--- config.mk ---
export PLATFORM = sky130hd
export DESIGN_NAME = axil_gpio
export DESIGN_NICKNAME = d
export VERILOG_FILES = /design/src/rtl/axil_gpio.sv
export SDC_FILE = /design/constraint.sdc
export NUM_CORES = 1
export LEC_CHECK = 0
export ABC_CLOCK_PERIOD_IN_PS = 15300
export CAP_MARGIN = 20
export CORE_MARGIN = 3
export CORE_UTILIZATION = 47
export CTS_CLUSTER_DIAMETER = 150
export DETAILED_ROUTE_END_ITERATION = 10
export PLACE_DENSITY = 0.83
export SYNTH_ARGS = -nofsm -noshare
export SYNTH_HDL_FRONTEND = slang
export SYNTH_SLANG_ARGS = --single-unit
export TNS_END_PERCENT = 10
--- constraint.sdc ---
create_clock -name clk -period 15.3 [get_ports clk]
set_clock_uncertainty 0.1 [all_clocks]
set_input_delay 2.295 -clock clk [delete_from_list [all_inputs] [get_ports clk]]
set_output_delay 2.295 -clock clk [all_outputs]
set_load 0.02 [all_outputs]
--- src/rtl/axil_gpio.sv ---
// axil_gpio: AXI4-Lite slave GPIO with per-bit direction, atomic set/clear
// and edge-triggered interrupts.
// Build option: define GPIO_IRQ_EN to implement IRQ_EN, IRQ_RISE, IRQ_STAT,
// the edge logic and irq. Without it those offsets read 0 and irq is 0.
module axil_gpio #(
    parameter int unsigned GPIO_WIDTH = 32,
    parameter logic [31:0] BASE_MASK  = 32'h0000_001F
) (
    input  logic                  clk,
    input  logic                  rst,
    input  logic [31:0]           s_awaddr,
    input  logic                  s_awvalid,
    output logic                  s_awready,
    input  logic [31:0]           s_wdata,
    input  logic [3:0]            s_wstrb,
    input  logic                  s_wvalid,
    output logic                  s_wready,
    output logic [1:0]            s_bresp,
    output logic                  s_bvalid,
    input  logic                  s_bready,
    input  logic [31:0]           s_araddr,
    input  logic                  s_arvalid,
    output logic                  s_arready,
    output logic [31:0]           s_rdata,
    output logic [1:0]            s_rresp,
    output logic                  s_rvalid,
    input  logic                  s_rready,
    input  logic [GPIO_WIDTH-1:0] gpio_in,
    output logic [GPIO_WIDTH-1:0] gpio_out,
    output logic [GPIO_WIDTH-1:0] gpio_oe,
    output logic                  irq
);

    localparam logic [31:0] OFF_OUT      = 32'h00;
    localparam logic [31:0] OFF_DIR      = 32'h04;
    localparam logic [31:0] OFF_IN       = 32'h08;
    localparam logic [31:0] OFF_SET      = 32'h0C;
    localparam logic [31:0] OFF_CLR      = 32'h10;
    localparam logic [31:0] OFF_IRQ_EN   = 32'h14;
    localparam logic [31:0] OFF_IRQ_RISE = 32'h18;
    localparam logic [31:0] OFF_IRQ_STAT = 32'h1C;

    logic [31:0]           wr_off;
    logic [31:0]           rd_off;
    logic [31:0]           strb_bits;
    logic [31:0]           wmasked;
    logic [GPIO_WIDTH-1:0] wbits;
    logic [GPIO_WIDTH-1:0] bmask;
    logic                  wr_go;
    logic                  rd_go;
    logic                  bvalid_q;
    logic                  rvalid_q;
    logic [31:0]           rdata_q;
    logic [31:0]           rd_word;

    logic [GPIO_WIDTH-1:0] out_q;
    logic [GPIO_WIDTH-1:0] out_d;
    logic [GPIO_WIDTH-1:0] dir_q;
    logic [GPIO_WIDTH-1:0] dir_d;
    logic [GPIO_WIDTH-1:0] meta_q;
    logic [GPIO_WIDTH-1:0] sync_q;

    logic                  unused_hi;

    assign wr_off = s_awaddr & BASE_MASK;
    assign rd_off = s_araddr & BASE_MASK;

    // expand byte strobes into a per-bit write mask
    always_comb begin
        strb_bits = '0;
        for (int unsigned b = 0; b < 4; b++) begin
            strb_bits[8*b +: 8] = {8{s_wstrb[b]}};
        end
    end

    assign wmasked   = s_wdata & strb_bits;
    assign wbits     = wmasked[GPIO_WIDTH-1:0];
    assign bmask     = strb_bits[GPIO_WIDTH-1:0];
    assign unused_hi = ^{wmasked, strb_bits};

    // handshakes: a write needs both channels at once and no pending response
    assign wr_go     = s_awvalid & s_wvalid & ~bvalid_q;
    assign s_awready = wr_go;
    assign s_wready  = wr_go;
    assign rd_go     = s_arvalid & ~rvalid_q;
    assign s_arready = ~rvalid_q;

    assign s_bvalid = bvalid_q;
    assign s_bresp  = 2'b00;
    assign s_rvalid = rvalid_q;
    assign s_rdata  = rdata_q;
    assign s_rresp  = 2'b00;

    assign gpio_out = out_q;
    assign gpio_oe  = dir_q;

    // next OUT / DIR values from RW, SET and CLR writes
    always_comb begin
        out_d = out_q;
        dir_d = dir_q;
        if (wr_go) begin
            case (wr_off)
                OFF_OUT: out_d = (out_q & ~bmask) | wbits;
                OFF_DIR: dir_d = (dir_q & ~bmask) | wbits;
                OFF_SET: out_d = out_q | wbits;
                OFF_CLR: out_d = out_q & ~wbits;
                default: ;
            endcase
        end
    end

    // OUT and DIR registers feed the pins directly
    always_ff @(posedge clk or posedge rst) begin
        if (rst) begin
            out_q <= '0;
            dir_q <= '0;
        end else begin
            out_q <= out_d;
            dir_q <= dir_d;
        end
    end

    // two-flop synchroniser for the asynchronous pins
    always_ff @(posedge clk or posedge rst) begin
        if (rst) begin
            meta_q <= '0;
            sync_q <= '0;
        end else begin
            meta_q <= gpio_in;
            sync_q <= meta_q;
        end
    end

`ifdef GPIO_IRQ_EN
    logic [GPIO_WIDTH-1:0] en_q;
    logic [GPIO_WIDTH-1:0] en_d;
    logic [GPIO_WIDTH-1:0] rise_q;
    logic [GPIO_WIDTH-1:0] rise_d;
    logic [GPIO_WIDTH-1:0] stat_q;
    logic [GPIO_WIDTH-1:0] stat_d;
    logic [GPIO_WIDTH-1:0] w1c;
    logic [GPIO_WIDTH-1:0] edge_hit;
    logic                  irq_q;

    // Edges are judged on the value about to enter sync, so IRQ_STAT is
    // set on the same clock that IN shows the new level; a new edge
    // overrides a concurrent W1C of the same bit.
    always_comb begin
        edge_hit = (meta_q & ~sync_q & rise_q) | (~meta_q & sync_q & ~rise_q);
        en_d     = en_q;
        rise_d   = rise_q;
        w1c      = '0;
        if (wr_go) begin
            case (wr_off)
                OFF_IRQ_EN:   en_d   = (en_q & ~bmask) | wbits;
                OFF_IRQ_RISE: rise_d = (rise_q & ~bmask) | wbits;
                OFF_IRQ_STAT: w1c    = wbits;
                default: ;
            endcase
        end
        stat_d = (stat_q & ~w1c) | edge_hit;
    end

    // interrupt configuration, status and the registered irq line
    always_ff @(posedge clk or posedge rst) begin
        if (rst) begin
            en_q   <= '0;
            rise_q <= '0;
            stat_q <= '0;
            irq_q  <= 1'b0;
        end else begin
            en_q   <= en_d;
            rise_q <= rise_d;
            stat_q <= stat_d;
            irq_q  <= |(stat_q & en_q);
        end
    end

    assign irq = irq_q;
`else
    assign irq = 1'b0;
`endif

    // read mux over the current (pre-write) register values
    always_comb begin
        rd_word = '0;
        case (rd_off)
            OFF_OUT:      rd_word = 32'(out_q);
            OFF_DIR:      rd_word = 32'(dir_q);
            OFF_IN:       rd_word = 32'(sync_q);
`ifdef GPIO_IRQ_EN
            OFF_IRQ_EN:   rd_word = 32'(en_q);
            OFF_IRQ_RISE: rd_word = 32'(rise_q);
            OFF_IRQ_STAT: rd_word = 32'(stat_q);
`endif
            default:      rd_word = '0;
        endcase
    end

    // write response: raised after acceptance, held until bready
    always_ff @(posedge clk or posedge rst) begin
        if (rst) begin
            bvalid_q <= 1'b0;
        end else if (bvalid_q) begin
            if (s_bready) begin
                bvalid_q <= 1'b0;
            end
        end else if (wr_go) begin
            bvalid_q <= 1'b1;
        end
    end

    // read data: captured on acceptance, held stable until rready
    always_ff @(posedge clk or posedge rst) begin
        if (rst) begin
            rvalid_q <= 1'b0;
            rdata_q  <= '0;
        end else if (rvalid_q) begin
            if (s_rready) begin
                rvalid_q <= 1'b0;
            end
        end else if (rd_go) begin
            rvalid_q <= 1'b1;
            rdata_q  <= rd_word;
        end
    end

endmodule
==> impl_metrics.ini <==
[clocking]
hold_buffers = 0
clockBufferDepth = 2
post_cts_buffers = 0
htreeDepth = 4
ctsResizeCount = 0
cts_sinks = 162
clock_latency_ps = 420
clkSlewWorstSetupHoldPaths_ps = 60
cts-buffers-inserted = 17
cts_tree = yes
root_buffer = clkbuf_16

[detailed_routing]
routed_via_density = 5.49
route.detailed.drc = 0
vias = 4489
detail_route.wl_per_cell_um = 20.4
first_pass_iters = 5
ant_nets = 0
drt-total-wl_um = 16700
drt_iter0_drc = 350

[finish]
final_util = 0.693
num-fill-cells = 863
instances_no_fill = 818
drive_above_1_share = 0.181
area_growth_pct = 42.5
n_antenna_cell = 0
nets = 772
multi_input_area_mm2 = 0.00204
seq_area_mm2 = 0.00405
design_area_mm2 = 0.00889

[global_route]
grt_use_total = 0.235
grt_pass1_wl_um = 26200
grt_overflow = 0
grt_max_degree = 98
grt_pass1_vias = 4793
antenna_found_initial = 0

[sta]
rsz0062_at_grt = no
final.setup.tns_ps = 0
setup_viol = 0
hold_viol_final = 0
relSlewSlack = 0.335
fin_crit_sh = 0.409
min_period_ps = 6250
slew_violations = 0
max_freq_ghz = 0.160
layout_setup_ws_ps = 9050
worstMarginPinSlew_ps = 998

[synth]
synth.top_cell.area_share = 0.650
synth_seq_cells = 162
syn_inst = 449
yosysTopAreaCell = dfrtp_1
yosysUniqueCellTypes = 30
ys_warn_count = 0
synth_area_leaders = dfrtp_1, mux2_2, a22o_1
syn_area_per_cell_um2 = 13.9
yosysSeqAreaShare = 0.650
synth_area_mm2 = 0.00624

[setup_path]
ff2ff_path_depth = 4
worstSetupStartpointType = input pin
crit_type = input pin to output pin
cp.required_ps = 12900
arrival_ps = 3860
end_kind = output pin
worstPathMaxFanout = 9

[placement]
hpwl_um = 10800
port_buffers = 185
dpl-instance-area_mm2 = 0.00821
place_inst = 786
gp_congestion = 0.779
dp_slack_ps = 9060

[run]
max-cap-violations = 0

[run_status]
status = finished, final reports clean

[worst_hold_path]
min_path_type = flop to flop
hold_depth = 0

[floorplanning]
start_util = 0.487
rows = 41
core_mm2 = 0.0128
die_y_um = 121
io_pins = 245
die_w_um = 121
die_area_mm2 = 0.0147

[power]
switching_power_uw = 249
p_int_uw = 844
p_per_area_mw_per_mm2 = 123
ir_drop_uv = 102
p_sw_frac = 0.227
leakage_nw = 3.82
combPwrFrac = 0.130
clkPwrFrac = 0.437
pwr-share-seq = 0.433
==> per-layer routing <==
metal  global-route usage  vias up  share of wire
met5                    0        -              0
met4                0.118        0          0.034
met3               0.0536       39          0.057
met2                0.388      187           0.51
met1                0.291     2258           0.40
li1                     -     2005              -
==> final cells by class <==
class | count | share of cell area
Sequential cell | 162 | 0.456
Multi-Input combinational cell | 259 | 0.229
Timing Repair Buffer | 190 | 0.212
Clock buffer | 24 | 0.0576
Tap cell | 172 | 0.0242
Clock inverter | 8 | 0.0191
Inverter | 3 | 0.00183
==> logic make-up (layout without fill, tap and decap cells) <==
kind of cell / after synthesis / count (layout) / synth area share
and+or+nand+nor: 54 / 54 / 0.0602
DFF: 162 / 162 / 0.650
AOI/OAI and AO/OA: 136 / 136 / 0.146
other: 1 / 5 / 0.000601
muxes: 64 / 64 / 0.116
buffers and inverters: 32 / 225 / 0.0277
==> cell usage after synthesis <==
| cell type | count |
|---|---|
| a211o_1 | 1 |
| a21o_2 | 1 |
| a21oi_1 | 1 |
| a22o_1 | 32 |
| a22oi_1 | 32 |
| and3_2 | 1 |
| and3b_1 | 2 |
| buf_2 | 6 |
| buf_4 | 10 |
| buf_6 | 1 |
| clkbuf_1 | 12 |
| conb_1 | 1 |
| dfrtp_1 | 162 |
| inv_1 | 3 |
| mux2_1 | 1 |
| mux2_2 | 63 |
| nand2_1 | 34 |
| nand2_2 | 3 |
| nand3b_4 | 1 |
| nor2_1 | 2 |
| nor2_4 | 1 |
| nor2_8 | 1 |
| nor2b_1 | 2 |
| nor3b_1 | 1 |
| nor3b_4 | 1 |
| nor4b_4 | 4 |
| o2111a_1 | 4 |
| o21ai_0 | 35 |
| o21ai_1 | 30 |
| or3_4 | 1 |
==> worst max-delay path, stage by stage <==
cell and delay [ps]:
clkdlybuf4s50_1 450, and3b_1 430, clkdlybuf4s50_1 690
==> placed cells by master (no fill, tap or decap), types with 3 or more instances in the layout <==
cell type	instances
a22o_1	32
a22oi_1	32
buf_4	5
bufinv_16	5
clkbuf_16	17
clkbuf_8	6
clkdlybuf4s50_1	184
conb_1	5
dfrtp_1	162
mux2_2	63
nand2_1	34
nand2_2	3
nor4b_4	4
o2111a_1	4
o21ai_0	35
o21ai_1	30
==> worst paths after layout <==
| path | startpoint | to | slack [ps] |
|---|---|---|---|
| worst max-delay path | s_wvalid | s_awready | 9050 |
| worst min register to register | meta_q[27]$_DFF_PP0_ | sync_q[27]$_DFF_PP0_ | 250 |
| worst max register to register | s_bvalid$_DFF_PP0_ | gpio_out[13]$_DFFE_PP0P_ | 13090 |
| worst min-delay path | meta_q[27]$_DFF_PP0_ | sync_q[27]$_DFF_PP0_ | 250 |
| min in group asynchronous | rst | gpio_out[1]$_DFFE_PP0P_ | 2330 |
| max in group asynchronous | rst | gpio_out[8]$_DFFE_PP0P_ | 11430 |
==> power by group through the flow <==
stage / registers [mW] / logic, mW / clock network [mW]
2_1_floorplan: 0.498 / 0.0473 / 0
3_3_place_gp: 0.478 / 0.139 / 0
3_5_place_dp: 0.480 / 0.143 / 0
4_1_cts: 0.473 / 0.144 / 0.482
5_1_grt: 0.476 / 0.152 / 0.503
6_report: 0.473 / 0.143 / 0.477
==> metrics by stage <==
stage,hold WS [ps],power [mW]
final,246,1.09
after global routing,251,1.13
after CTS,247,1.10
after detailed placement,235,0.623
after global placement,232,0.618
after floorplan,231,0.545
Power figures use the tool's default switching activity.
